File: src/rtl/line_assembler_pkg.sv
// lc3b_types: shared LC-3b datapath types.
//   lc3b_word        - 16-bit machine word
//   lc3b_line        - 128-bit cache line (eight words, slot k at [16k+15:16k])
//   lc3b_line_idx    - 3-bit word slot within a line
//   lc3b_asm_state_t - line_assembler control state
package lc3b_types;

  typedef logic [15:0]  lc3b_word;
  typedef logic [127:0] lc3b_line;
  typedef logic [2:0]   lc3b_line_idx;

  typedef enum logic [1:0] {
    IDLE    = 2'd0,
    COLLECT = 2'd1,
    FULL    = 2'd2
  } lc3b_asm_state_t;

  localparam int unsigned WORDS_PER_LINE = 8;

endpackage

File: src/rtl/line_assembler.sv
// line_assembler: gathers eight 16-bit words from the memory-side word bus
// into one registered 128-bit line. The first word may land at any slot
// (critical-word-first) and the slot index wraps modulo 8. The first word of
// each fill is also forwarded on crit_word with a one-cycle crit_valid pulse.
//
// Ports:
//   clk        in   rising-edge clock
//   reset      in   synchronous active-high reset
//   start      in   begin a fill (sampled only in IDLE)
//   start_idx  in   slot of the critical word
//   in_valid   in   in_word valid
//   in_word    in   incoming word
//   in_ready   out  accepting words (COLLECT)
//   crit_valid out  one-cycle pulse, crit_word valid
//   crit_word  out  first word of the current fill
//   line_valid out  line complete and held (FULL)
//   line       out  assembled line
//   line_ready in   consumer takes the line
//   busy       out  state is not IDLE
module line_assembler
  import lc3b_types::*;
(
  input  logic         clk,
  input  logic         reset,
  input  logic         start,
  input  lc3b_line_idx start_idx,
  input  logic         in_valid,
  input  lc3b_word     in_word,
  output logic         in_ready,
  output logic         crit_valid,
  output lc3b_word     crit_word,
  output logic         line_valid,
  output lc3b_line     line,
  input  logic         line_ready,
  output logic         busy
);

  lc3b_asm_state_t r_state;
  lc3b_line_idx    r_idx;
  logic [2:0]      r_cnt;
  lc3b_line        r_line;
  lc3b_word        r_crit_word;
  logic            r_crit_valid;
  logic            r_line_valid;

  logic            w_hs;

  // in_ready is a pure state decode, so the handshake never loops back
  // through an input-to-output combinational path.
  assign w_hs = (r_state == COLLECT) && in_valid;

  always_ff @(posedge clk) begin
    if (reset) begin
      r_state      <= IDLE;
      r_idx        <= '0;
      r_cnt        <= '0;
      r_line       <= '0;
      r_crit_word  <= '0;
      r_crit_valid <= 1'b0;
      r_line_valid <= 1'b0;
    end else begin
      r_crit_valid <= 1'b0;
      case (r_state)
        IDLE: begin
          if (start) begin
            r_state <= COLLECT;
            r_idx   <= start_idx;
            r_cnt   <= '0;
          end
        end
        COLLECT: begin
          if (w_hs) begin
            // Slot k lives at bits [16k+15:16k]; idx overflow gives the wrap.
            r_line[{r_idx, 4'b0000} +: 16] <= in_word;
            r_idx <= r_idx + 3'd1;
            r_cnt <= r_cnt + 3'd1;
            if (r_cnt == 3'd0) begin
              r_crit_word  <= in_word;
              r_crit_valid <= 1'b1;
            end
            if (r_cnt == 3'd7) begin
              r_state      <= FULL;
              r_line_valid <= 1'b1;
            end
          end
        end
        FULL: begin
          // start in this cycle is deliberately dropped; requester retries.
          if (line_ready) begin
            r_state      <= IDLE;
            r_line_valid <= 1'b0;
          end
        end
        default: begin
          r_state      <= IDLE;
          r_line_valid <= 1'b0;
        end
      endcase
    end
  end

  assign in_ready   = (r_state == COLLECT);
  assign busy       = (r_state != IDLE);
  assign line_valid = r_line_valid;
  assign line       = r_line;
  assign crit_valid = r_crit_valid;
  assign crit_word  = r_crit_word;

endmodule

File: config.mk
export PLATFORM = sky130hd
export DESIGN_NAME = line_assembler
export DESIGN_NICKNAME = d
export VERILOG_FILES = /design/src/rtl/line_assembler_pkg.sv /design/src/rtl/line_assembler.sv
export SDC_FILE = /design/constraint.sdc
export NUM_CORES = 1
export LEC_CHECK = 0
export BUFFER_PORTS_ARGS = -buffer_cell sky130_fd_sc_hd__buf_2
export CAP_MARGIN = 20
export CORE_ASPECT_RATIO = 1.1
export CORE_MARGIN = 8
export CORE_UTILIZATION = 35
export DETAILED_ROUTE_END_ITERATION = 8
export SYNTH_ARGS = -nofsm -noshare
export SYNTH_HDL_FRONTEND = slang
export SYNTH_SLANG_ARGS = --single-unit
File: constraint.sdc
create_clock -name clk -period 2.4 [get_ports clk]
set_input_delay 0.6 -clock clk [delete_from_list [all_inputs] [get_ports clk]]
set_output_delay 0.6 -clock clk [all_outputs]
set_load 0.005 [all_outputs]
==> results of run 1 <==
report_power, final:
group          switching, mW  internal, mW  leakage [nW]
logic                  0.258         0.153          2.20
clock network           1.10          1.46         0.275
registers             0.0150          2.58          1.24
total                   1.38          4.20          3.71
final timing paths:
path                   start          to  slack, ns  cells past startpoint
hold reg to reg     line[60]    line[60]       0.46                      2
setup / recovery    r_idx[0]    line[34]       0.24                      6
setup reg to reg    r_idx[0]    line[34]       0.24                      6
hold / removal    line_ready  line_valid       0.46                      4
final cells by class:
type / instances / area, µm²
clock buffer: 19 / 442.9
sequential: 154 / 3083
fill: 1822 / 10170
tap: 243 / 304.0
inverter: 9 / 33.78
timing repair buffer: 190 / 1026
multi-input combinational: 401 / 3037
clock inverter: 13 / 120.1
cells in the mapped netlist:
| cell | count | area [µm²] |
|---|---|---|
| sky130_fd_sc_hd__nand2_1 | 34 | 127.6 |
| sky130_fd_sc_hd__a41oi_4 | 1 | 27.53 |
| sky130_fd_sc_hd__nor4_1 | 2 | 12.51 |
| sky130_fd_sc_hd__o211ai_1 | 1 | 7.510 |
| sky130_fd_sc_hd__buf_12 | 1 | 20.02 |
| sky130_fd_sc_hd__nor4bb_1 | 1 | 10.01 |
| sky130_fd_sc_hd__and3_1 | 3 | 18.77 |
| sky130_fd_sc_hd__nand4bb_1 | 2 | 22.52 |
| sky130_fd_sc_hd__a211oi_1 | 1 | 7.510 |
| sky130_fd_sc_hd__nand4bb_4 | 1 | 27.53 |
| sky130_fd_sc_hd__nor3_1 | 1 | 5.000 |
| sky130_fd_sc_hd__nand4_4 | 2 | 42.54 |
| sky130_fd_sc_hd__buf_6 | 10 | 112.6 |
| sky130_fd_sc_hd__a311oi_1 | 1 | 8.760 |
| sky130_fd_sc_hd__mux2i_1 | 99 | 991.0 |
| sky130_fd_sc_hd__o31a_1 | 1 | 8.760 |
| sky130_fd_sc_hd__nand3_2 | 1 | 10.01 |
| sky130_fd_sc_hd__nor2b_1 | 15 | 93.84 |
| sky130_fd_sc_hd__dfxtp_1 | 154 | 3083 |
| sky130_fd_sc_hd__a21oi_1 | 20 | 100.1 |
| sky130_fd_sc_hd__nor2_1 | 6 | 22.52 |
| sky130_fd_sc_hd__nand4b_1 | 2 | 17.52 |
| sky130_fd_sc_hd__nor4b_4 | 2 | 47.55 |
| sky130_fd_sc_hd__a31oi_1 | 1 | 6.260 |
| sky130_fd_sc_hd__or4b_2 | 2 | 20.02 |
| sky130_fd_sc_hd__or3_1 | 1 | 6.260 |
| sky130_fd_sc_hd__nand3_1 | 17 | 85.08 |
| sky130_fd_sc_hd__o2111a_1 | 1 | 11.26 |
| sky130_fd_sc_hd__clkbuf_1 | 22 | 82.58 |
| sky130_fd_sc_hd__nor3b_1 | 1 | 7.510 |
| sky130_fd_sc_hd__and4bb_2 | 1 | 12.51 |
| sky130_fd_sc_hd__buf_2 | 5 | 25.02 |
| sky130_fd_sc_hd__nand2b_1 | 112 | 700.7 |
| sky130_fd_sc_hd__ha_1 | 10 | 125.1 |
| sky130_fd_sc_hd__a31oi_2 | 1 | 12.51 |
| sky130_fd_sc_hd__inv_1 | 9 | 33.78 |
| sky130_fd_sc_hd__o21ai_0 | 21 | 105.1 |
| sky130_fd_sc_hd__nand4_1 | 1 | 6.260 |
| sky130_fd_sc_hd__a221oi_1 | 1 | 8.760 |
| sky130_fd_sc_hd__and3b_1 | 2 | 17.52 |
| sky130_fd_sc_hd__buf_4 | 7 | 52.55 |
| sky130_fd_sc_hd__mux2_2 | 1 | 11.26 |
| sky130_fd_sc_hd__a22o_1 | 32 | 280.3 |
registers in the layout, summed over array words and instances, names as in the netlist:
signal      count
r_cnt           3
line          128
crit_valid      1
line_valid      1
r_state         2
r_idx           3
crit_word      16
cell usage in the layout (no fill, tap or decap), drive strengths merged:
master	count
bufinv	1
or3	1
and3b	2
o31a	1
and4bb	1
a31oi	2
a22o	32
ha	10
nor4b	2
nor2b	15
clkbuf	19
nor3	1
nand4bb	3
nand4	3
a311oi	1
clkinvlp	2
or4b	2
o2111a	1
nor2	6
nor4	2
dfxtp	154
inv	12
mux2i	99
o211ai	1
clkinv	7
nand4b	2
nand2	34
and3	3
nand2b	112
a21oi	20
o21ai	21
buf	190
nor3b	1
mux2	1
a221oi	1
nand3	18
a211oi	1
a41oi	1
nor4bb	1
kinds of logic (layout without fill, tap and decap cells):
family,after synthesis,after routing
buffers and inverters,54,231
and+or+nand+nor,209,209
AOI/OAI and AO/OA,82,82
DFF,154,154
adders and majority gates,10,10
muxes,100,100
worst register-to-register path: stages (launching register included):
cell,delay [ns]
sky130_fd_sc_hd__dfxtp_1,0.33
sky130_fd_sc_hd__inv_1,0.09
sky130_fd_sc_hd__ha_1,0.23
sky130_fd_sc_hd__ha_1,0.37
sky130_fd_sc_hd__o31a_1,0.18
sky130_fd_sc_hd__a31oi_2,0.65
sky130_fd_sc_hd__a22o_1,0.26
metal layers:
| metal | routed length [µm] | GRT usage | vias up | share of wire |
|---|---|---|---|---|
| met2 | 9430 | 0.2858 | 129 | 0.50 |
| li1 | - | - | 2436 | - |
| met5 | 0 | 0 | - | 0 |
| met1 | 8028 | 0.1919 | 2342 | 0.43 |
| met4 | 229 | 0.05357 | 0 | 0.012 |
| met3 | 1015 | 0.04717 | 10 | 0.054 |
stage by stage:
stage | area (µm²) | total power, mW | hold slack, ns | instances
floorplan | 6435 | 2.927 | 0.4625 | 609
global placement | 7483 | 3.069 | 0.4519 | 997
detailed placement | 7483 | 3.069 | 0.4535 | 997
CTS | 8046 | 5.635 | 0.4403 | 1029
global route | 8046 | 5.780 | 0.4608 | 1029
finish | 8046 | 5.575 | 0.4649 | 1029
==> reports/results.env, run 1 <==
OUTCOME='complete, no violations'
GRT_START_MAX_NET_PINS=55
POST_SYNTH_ADDER_CELL_AREA=0.01944
IRDROPWORSTVDD_uV=440.5
WORST-SLEW-PIN-TRANSITION_NS=0.7464
GRT_UTIL_ALL_LAYERS=0.1643
N_ANTENNA_CELL=0
POST_ROUTE_CELLS_DRIVE_ABOVE_1_SHARE=0.2990
FINCLKSKEW_NS=0.007327
CP_SLOWEST_CELL='sky130_fd_sc_hd__a31oi_2'
CTS_INSERTED_BUFFERS=17
CRITICAL_PATH_ARRIVAL_NS=2.52
NUMBER_OF_SYNTHESIZED_REGISTER_BITS=154
CLOCK_TREE.HTREE_LEVEL_COUNT=4
SYNTH_COMPOUND_GATE_AREA_SHARE=0.09080
CTS_MAX_PATH_BUFFERS=2
CELL_CHOSEN_FOR_THE_CLOCK_ROOT='sky130_fd_sc_hd__clkbuf_16'
WL_PER_CELL_UM=18.18
FINALSETUPTNS_NS=0
GRT_OVERFLOW_TOTAL=0
FINALHOLDVIOLCOUNT=0
DIE_WIDTH_UM=145.3
NUMBER_OF_BUFFERS_ADDED_ON_PORTS=171
ROUTE.VIAS.TOTAL=4917
TRITONCTS='yes'
POST-DP-HPWL_UM=13780
SYNTH_XOR_XNOR_AREA_SHARE=0
NUMBER_OF_GLOBAL_ROUTE_VIAS_BEFORE_REPAIR=5033
CTS_POST_SETUP_BUFFERS_INSERTED=0
POWER_DENSITY_mW_PER_MM2=692.9
TIMING.CRITICAL_PATH.FROM_TYPE='flop'
SETUP_VIOL=0
MAXIMUM_CLOCK_FREQUENCY_GHz=0.4635
CELLLEAKAGEPOWER_nW=3.715
DRTITER0DRC=303
PATH_DELAY_FAMILY='compound AO/OA/AOI/OAI gates'
DESIGN.CORE.AREA_MM2=0.01822
GPL.FINAL_WEIGHTED_CONGESTION=0.7680
REGISTER_AREA_SHARE_AFTER_SYNTHESIS=0.4791
SYN_AREA_PER_CELL_UM2=10.57
FINAL.SETUP.WORST_SLACK_NS=0.2424
END_KIND='flop'
PLACEMENT_ROWS=52
PERIOD_NEEDED_NS=2.158
SYNTH-WARNING-COUNT=0
CTS_HOLD_BUFFERS=0
CRIT_PATH_MAX_INCR_DELAY_NS=0.65
DIE_Y_UM=158.2
FINAL_MIN_PERIOD_OVER_CLOCK_PERIOD=0.8990
DRV_SLEW=0
ANT_NETS=0
ROUTED_WIRELENGTH_UM=18700
CP_COMMON_CELL='sky130_fd_sc_hd__ha_1'
GLOBAL_ROUTE_WIRE_LENGTH_BEFORE_REPAIR_UM=29270
DESIGN.PORTCOUNT=172
CRITICAL_PATH_BUF_INV_COUNT=1
INSERTION_DELAY_NS=0.42
WORST-PATH-MAX-FANOUT=16
NUMBER_OF_ANTENNA_VIOLATIONS_AT_THE_FIRST_CHECK_IN_GLOBAL_ROUTING=0
SYNTHDISTINCTLIBCELLS=43
POSTCTSRESIZEDCELLS=0
DESIGN.DIE.AREA_MM2=0.02298
CLK_TRANSITION_REPORTED_PATHS_NS=0.06
DESIGN.FINAL.NETS=807
CRITICAL_PATH_CLASS='reg2reg'
HOLD_CLASS='in2reg'
RSZ_0062_RAISED_AFTER_GLOBAL_ROUTING='no'
PLACE_WS_NS=0.2496
DRT-PASS1-ITER-COUNT=4
VIA_DENSITY_PER_INSTANCE=4.778
TIMING.MAX_CAP.VIOLATIONS=0
WORST_EP_REQUIRED_TIME_NS=2.76
SLEW_HEADROOM=0.5008
SYNTH_SIMPLE_GATE_AREA_SHARE=0.2042
SYNTH_NETS=643
POST-ROUTE-DRC-COUNT=0
INITIAL_UTILIZATION=0.3532
YOSYS-MUX-AREA-FRACTION=0.1557
SYNTHTOLAYOUTAREAGROWTH_PCT=25.04
FINAL_UTIL=0.4417
CRITICAL_PATH.CELL_CHAIN='inv_1 -> ha_1 -> ha_1 -> o31a_1 -> a31oi_2 -> a22o_1'
SYN_AREA_MM2=0.006435
CTS.SINK_COUNT=154
COMBINATIONAL_FAMILY_WITH_THE_MOST_AREA_AFTER_SYNTHESIS='simple AND/OR/NAND/NOR gates'
SYNTH_CELLS=609
(Power assumes the default switching activity.)
==> run 2: changes to the inputs <==
==> constraint.sdc (replaced) <==
create_clock -name clk -period 2.4 [get_ports clk]
set_input_delay 0.6 -clock clk [delete_from_list [all_inputs] [get_ports clk]]
set_output_delay 0.6 -clock clk [all_outputs]
set_load 0.05 [all_outputs]
==> reports/results.env, run 2 (same netlist as run 1, synthesis figures left out) <==
OUTCOME='complete, no violations'
PLACE.DETAILED.INSTANCES=998  # +0.10%
CP_SLOWEST_CELL='sky130_fd_sc_hd__a31oi_2'
CRITICAL_PATH_ARRIVAL_NS=2.52  # about the same
LAYOUT_COMMONEST_CELL='sky130_fd_sc_hd__buf_2'
FINAL_MIN_PERIOD_OVER_CLOCK_PERIOD=0.8963  # -0.002749
POST-DP-HPWL_UM=13830  # +0.42%
DPL_CELL_AREA_MM2=0.007491  # +0.10%
TRITONCTS='yes'
HOLD_CLASS='in2reg'
STDCELL_AREA_MM2=0.008077  # +0.37%
SYNTHTOLAYOUTAREAGROWTH_PCT=25.51
CELLLEAKAGEPOWER_nW=3.723  # +0.24%
GRT_START_MAX_NET_PINS=35  # -36%
NUM-FILL-CELLS=1799  # -1.3%
DESIGN.CORE.AREA_MM2=0.01822  # unchanged
CP_COMMON_CELL='sky130_fd_sc_hd__ha_1'
GROUTE.LAYER.MET2.USAGE=0.2809  # -0.004898
LARGEST_REG_FLOPS=128  # unchanged
CRITICAL_PATH.CELL_CHAIN='inv_1 -> ha_1 -> ha_1 -> o31a_1 -> a31oi_2 -> a22o_1'
VIA_DENSITY_PER_INSTANCE=4.768  # -0.22%
DRTITER0DRC=378  # +25%
SLEW_HEADROOM=0.4980  # -0.002892
POWER_DENSITY_mW_PER_MM2=714.9  # +3.2%
PLACEMENT_ROWS=52  # unchanged
DIE_WIDTH_UM=145.3  # unchanged
NUMBER_OF_GLOBAL_ROUTE_VIAS_BEFORE_REPAIR=5072  # +0.77%
PATH_DELAY_FAMILY='compound AO/OA/AOI/OAI gates'
DESIGN.PORTCOUNT=172  # unchanged
HOLDPATHEND='line_valid'
TIMING.MAX_CAP.VIOLATIONS=0  # unchanged
CLK_TRANSITION_REPORTED_PATHS_NS=0.06  # about the same
INITIAL_UTILIZATION=0.3532  # unchanged
FINALHOLDVIOLCOUNT=0  # unchanged
DESIGN.DIE.AREA_MM2=0.02298  # unchanged
CTS.SINK_COUNT=154  # unchanged
PERIOD_NEEDED_NS=2.151  # -0.006597 ns
FIN_CELLS=1030  # +0.097%
WORST_EP_REQUIRED_TIME_NS=2.76  # about the same
WORST-PATH-MAX-FANOUT=16  # unchanged
R2R_SETUP_SLACK_NS=0.25  # about the same
GLOBAL_ROUTE.USAGE.MET1=0.1912  # -0.0006853
WL_PER_CELL_UM=18.28  # +0.55%
DIE_Y_UM=158.2  # unchanged
ROUTE.VIAS.TOTAL=4911  # -0.12%
GLOBAL_ROUTE_WIRE_LENGTH_BEFORE_REPAIR_UM=29030  # -0.82%
CRIT_PATH_MAX_INCR_DELAY_NS=0.65  # about the same
ANT_NETS=0  # unchanged
POST-ROUTE-DRC-COUNT=0  # unchanged
NUMBER_OF_BUFFERS_ADDED_ON_PORTS=171  # unchanged
GPL.FINAL_WEIGHTED_CONGESTION=0.7686  # about the same
CLOCK_TREE.HTREE_LEVEL_COUNT=4  # unchanged
TIMING.CRITICAL_PATH.FROM_TYPE='flop'
INSERTION_DELAY_NS=0.42  # about the same
DESIGN.FINAL.NETS=808  # +0.12%
GRT_UTIL_ALL_LAYERS=0.1628  # -0.001468
SETUP_VIOL=0  # unchanged
DRV_SLEW=0  # unchanged
CTS_MAX_PATH_BUFFERS=2  # unchanged
FINCLKSKEW_NS=0.01152  # +0.004194 ns
IRDROPWORSTVDD_uV=442.2  # +0.39%
WORST_HOLD_STARTPOINT='line_ready'
POST_ROUTE_CELLS_DRIVE_ABOVE_1_SHARE=0.2986  # -0.0003799
NUMBER_OF_ANTENNA_VIOLATIONS_AT_THE_FIRST_CHECK_IN_GLOBAL_ROUTING=0  # unchanged
REPORT.POWER.TOTAL_mW=5.774  # +3.6%
WORST_REG2REG_PATH_ENDPOINT='line[38]'
STARTPOINT_OF_THE_WORST_SLACK_REG_TO_REG_TIMING_PATH='r_idx[0]'
WORST-SLEW-PIN-TRANSITION_NS=0.7507  # +0.004324 ns
CTS_HOLD_BUFFERS=0  # unchanged
POSTCTSRESIZEDCELLS=0  # unchanged
GLOBALROUTEMET3UTIL=0.04660  # -0.0005718
ROUTED_WIRELENGTH_UM=18830  # +0.65%
CTS_POST_SETUP_BUFFERS_INSERTED=0  # unchanged
CRITICAL_PATH_CLASS='reg2reg'
TIMING.HOLD.WORST_PATH_DEPTH=4  # unchanged
DRT-PASS1-ITER-COUNT=4  # unchanged
RSZ_0062_RAISED_AFTER_GLOBAL_ROUTING='no'
N_ANTENNA_CELL=0  # unchanged
LAYOUT_COMMON_CELLS='170 x sky130_fd_sc_hd__buf_2, 154 x sky130_fd_sc_hd__dfxtp_1, 112 x sky130_fd_sc_hd__nand2b_1, 99 x sky130_fd_sc_hd__mux2i_1, 34 x sky130_fd_sc_hd__nand2_1'
CELL_CHOSEN_FOR_THE_CLOCK_ROOT='sky130_fd_sc_hd__clkbuf_16'
FINALSETUPTNS_NS=0  # unchanged
CRITICAL_PATH_BUF_INV_COUNT=1  # unchanged
WORST-R2R-CELL-COUNT=6  # unchanged
CTS_INSERTED_BUFFERS=17  # unchanged
GRT.BUSIEST_LAYER='met2'
END_KIND='flop'
GRT_OVERFLOW_TOTAL=0  # unchanged
MAXIMUM_CLOCK_FREQUENCY_GHz=0.4649  # +0.31%
run 2: layout make-up:
type	count	area [µm²]	share of cell area
Clock inverter	12	138.9	0.01720
Inverter	9	33.78	0.004183
Clock buffer	20	446.7	0.05531
Tap cell	243	304.0	0.03765
Timing Repair Buffer	191	1033	0.1280
Sequential cell	154	3083	0.3817
Multi-Input combinational cell	401	3037	0.3760
run 2: power breakdown:
| group | leakage [nW] | total (mW) | internal [mW] | switching, mW |
|---|---|---|---|---|
| Clock | 0.279 | 2.69 | 1.57 | 1.12 |
| Sequential | 1.24 | 2.60 | 2.58 | 0.0172 |
| Combinational | 2.20 | 0.485 | 0.154 | 0.330 |
run 2: worst reg2reg max path, cell delays in order (launching register included):
cell and delay [ns]:
sky130_fd_sc_hd__dfxtp_1 0.34, sky130_fd_sc_hd__inv_1 0.09, sky130_fd_sc_hd__ha_1 0.23, sky130_fd_sc_hd__ha_1 0.37, sky130_fd_sc_hd__o31a_1 0.18, sky130_fd_sc_hd__a31oi_2 0.65
sky130_fd_sc_hd__a22o_1 0.26
run 2: how the worst max path moves through the flow:
stage	start	endpoint	slack (ns)	depth (start not counted)
after floorplan	r_idx[0]	line[38]	0.27	8
after global routing	r_idx[0]	line[36]	0.08	6
after detailed placement	r_idx[0]	line[35]	0.26	6
after CTS	r_idx[0]	line[38]	0.25	6
final	r_idx[0]	line[38]	0.25	6
after global placement	r_idx[0]	line[42]	0.31	6
run 2: through the flow:
step	setup WS, ns	hold slack, ns	util
after floorplan	0.2655	0.4662	-
after global placement	0.3126	0.4526	0.4112
after detailed placement	0.2618	0.4491	0.4112
after CTS	0.2507	0.4383	0.4433
after global routing	0.07870	0.4773	0.4433
final	0.2490	0.4591	0.4433
run 2: per-layer routing:
| metal | vias up | share of wire |
|---|---|---|
| met4 | 0 | 0.015 |
| li1 | 2432 | - |
| met2 | 127 | 0.49 |
| met1 | 2335 | 0.44 |
| met5 | - | 0 |
| met3 | 17 | 0.054 |
==> run 3: changes to the inputs <==
CELL_PAD_IN_SITES_DETAIL_PLACEMENT = 1   (was not set)
CELL_PAD_IN_SITES_GLOBAL_PLACEMENT = 2   (was not set)
CORE_UTILIZATION = 32   (was 35)
GPL_ROUTABILITY_DRIVEN = 0   (was not set)
PLACE_DENSITY_LB_ADDON = 0.1   (was not set)
==> reports/results.env, run 3 (same netlist as run 1, synthesis figures left out) <==
OUTCOME='complete, no violations'
TIMING.HOLD.WORST_PATH_DEPTH=4  # unchanged
DRTITER0DRC=205  # -46%
POST-ROUTE-DRC-COUNT=0  # unchanged
ROUTED_WIRELENGTH_UM=21060  # +12%
INITIAL_UTILIZATION=0.3251  # -0.02817
CTS_HOLD_BUFFERS=0  # unchanged
END_KIND='flop'
POST_ROUTE_CELLS_DRIVE_ABOVE_1_SHARE=0.2985  # about the same
CP_SLOWEST_CELL='sky130_fd_sc_hd__nand4_4'
SLEW_HEADROOM=0.4613  # -0.03664
GRT_UTIL_ALL_LAYERS=0.1722  # +0.009422
WORST_REG2REG_PATH_ENDPOINT='line[119]'
N_ANTENNA_CELL=0  # unchanged
CLOCK_TREE.HTREE_LEVEL_COUNT=4  # unchanged
WORST-R2R-CELL-COUNT=7  # +1
CELLLEAKAGEPOWER_nW=3.731  # +0.20%
FINAL_UTIL=0.4091  # -0.03429
FINAL_MIN_PERIOD_OVER_CLOCK_PERIOD=0.9248  # +0.02858
WORST_EP_REQUIRED_TIME_NS=2.74  # -0.02 ns
HOLD_CLASS='in2reg'
FINALHOLDVIOLCOUNT=0  # unchanged
CELL_CHOSEN_FOR_THE_CLOCK_ROOT='sky130_fd_sc_hd__clkbuf_16'
CTS_MAX_PATH_BUFFERS=2  # unchanged
PLACEMENT_ROWS=54  # +3.8%
MAXIMUM_CLOCK_FREQUENCY_GHz=0.4505  # -3.1%
CRITICAL_PATH_CLASS='reg2reg'
TIMING.MAX_CAP.VIOLATIONS=0  # unchanged
IRDROPWORSTVDD_uV=474.4  # +7.3%
DESIGN.DIE.AREA_MM2=0.02491  # +8.4%
DESIGN.FINAL.NETS=805  # -0.37%
DIE_WIDTH_UM=151.2  # +4.1%
LAYOUT_COMMON_CELLS='170 x sky130_fd_sc_hd__buf_2, 154 x sky130_fd_sc_hd__dfxtp_1, 112 x sky130_fd_sc_hd__nand2b_1, 99 x sky130_fd_sc_hd__mux2i_1, 34 x sky130_fd_sc_hd__nand2_1'
FIN_CELLS=1036  # +0.58%
SYNTHTOLAYOUTAREAGROWTH_PCT=25.84
POSTCTSRESIZEDCELLS=0  # unchanged
VIA_DENSITY_PER_INSTANCE=4.924  # +3.3%
CRITICAL_PATH_ARRIVAL_NS=2.56  # +0.04 ns
SETUP_VIOL=0  # unchanged
FINALSETUPTNS_NS=0  # unchanged
POST-DP-HPWL_UM=15410  # +11%
CLK_TRANSITION_REPORTED_PATHS_NS=0.06  # about the same
NUMBER_OF_ANTENNA_VIOLATIONS_AT_THE_FIRST_CHECK_IN_GLOBAL_ROUTING=0  # unchanged
NUMBER_OF_GLOBAL_ROUTE_VIAS_BEFORE_REPAIR=5546  # +9.3%
LAYOUT_COMMONEST_CELL='sky130_fd_sc_hd__buf_2'
R2R_SETUP_SLACK_NS=0.18  # -0.07 ns
INSERTION_DELAY_NS=0.42  # about the same
PERIOD_NEEDED_NS=2.220  # +0.06859 ns
ANT_NETS=0  # unchanged
CRITICAL_PATH.CELL_CHAIN='inv_1 -> ha_1 -> ha_1 -> buf_4 -> inv_1 -> nand4_4 -> mux2i_1'
LARGEST_REG_FLOPS=128  # unchanged
WL_PER_CELL_UM=20.33  # +11%
TRITONCTS='yes'
STARTPOINT_OF_THE_WORST_SLACK_REG_TO_REG_TIMING_PATH='r_idx[0]'
CRITICAL_PATH_BUF_INV_COUNT=3  # +2
POWER_DENSITY_mW_PER_MM2=739.8  # +3.5%
DIE_Y_UM=164.7  # +4.1%
CTS_POST_SETUP_BUFFERS_INSERTED=0  # unchanged
PATH_DELAY_FAMILY='adder cells'
WORST-PATH-MAX-FANOUT=16  # unchanged
CTS.SINK_COUNT=154  # unchanged
DESIGN.CORE.AREA_MM2=0.01980  # +8.7%
PLACE.DETAILED.INSTANCES=1004  # +0.60%
ROUTE.VIAS.TOTAL=5101  # +3.9%
CTS_INSERTED_BUFFERS=17  # unchanged
GRT_OVERFLOW_TOTAL=0  # unchanged
NUMBER_OF_BUFFERS_ADDED_ON_PORTS=171  # unchanged
DESIGN.PORTCOUNT=172  # unchanged
RSZ_0062_RAISED_AFTER_GLOBAL_ROUTING='no'
HOLDPATHEND='line_valid'
FINCLKSKEW_NS=0.005878  # -0.005644 ns
GLOBAL_ROUTE_WIRE_LENGTH_BEFORE_REPAIR_UM=32560  # +12%
CRIT_PATH_MAX_INCR_DELAY_NS=0.44  # -0.21 ns
WORST-SLEW-PIN-TRANSITION_NS=0.8055  # +0.05478 ns
WORST_HOLD_STARTPOINT='line_ready'
DRT-PASS1-ITER-COUNT=4  # unchanged
GRT_START_MAX_NET_PINS=56  # +60%
DRV_SLEW=0  # unchanged
TIMING.CRITICAL_PATH.FROM_TYPE='flop'
## run 3: cell count changes in the layout (fill, tap and decap cells not counted), sizes merged
cell and change:
buf -3, bufinv +1, clkbuf -1, clkinv -2, clkinvlp -1, inv +3
## run 3: final cells by class
| cell class | count | area [µm²] |
|---|---|---|
| clock buffer | 19 | 452.9 |
| clock inverter | 13 | 177.7 |
| fill | 2275 | 11700 |
| inverter | 9 | 33.78 |
| multi-input combinational | 401 | 3037 |
| sequential | 154 | 3083 |
| tap | 252 | 315.3 |
| timing repair buffer | 188 | 998.5 |
## run 3: through the flow
| stage | hold slack, ns | setup slack, ns | power, mW | area [µm²] |
|---|---|---|---|---|
| final | 0.4540 | 0.1804 | 5.990 | 8098 |
| after global routing | 0.4657 | 0.04261 | 6.214 | 8098 |
| after CTS | 0.4335 | 0.1717 | 6.066 | 8098 |
| after detailed placement | 0.4577 | 0.2046 | 3.163 | 7467 |
| after global placement | 0.4515 | 0.2965 | 3.151 | 7467 |
| after floorplan | 0.4662 | 0.2655 | 3.001 | 6435 |
## run 3: power by group
part / total [mW] / switching, mW / internal, mW / leakage [nW]
logic: 0.502 / 0.346 / 0.156 / 2.18
registers: 2.60 / 0.0188 / 2.58 / 1.24
clock network: 2.89 / 1.17 / 1.72 / 0.304
## run 3: routing by layer
layer,vias up,global-route usage,share of wire
met5,-,0,0
met4,0,0.05448,0.014
met3,24,0.05015,0.066
met2,136,0.2796,0.47
met1,2515,0.2151,0.45
li1,2426,-,-
## run 3: worst max-delay path by stage
stage	from	end	slack, ns	depth (start not counted)
floorplan	r_idx[0]	line[38]	0.27	8
global placement	r_idx[0]	line[124]	0.30	7
detailed placement	r_idx[0]	line[119]	0.20	7
CTS	r_idx[0]	line[119]	0.17	7
global route	r_idx[0]	line[119]	0.04	7
finish	r_idx[0]	line[119]	0.18	7
## run 3: worst min-delay path, cell delays in order
cell and delay (ns):
sky130_fd_sc_hd__buf_2 0.07, sky130_fd_sc_hd__nor2_1 0.04, sky130_fd_sc_hd__nand2_1 0.06, sky130_fd_sc_hd__a21oi_1 0.06
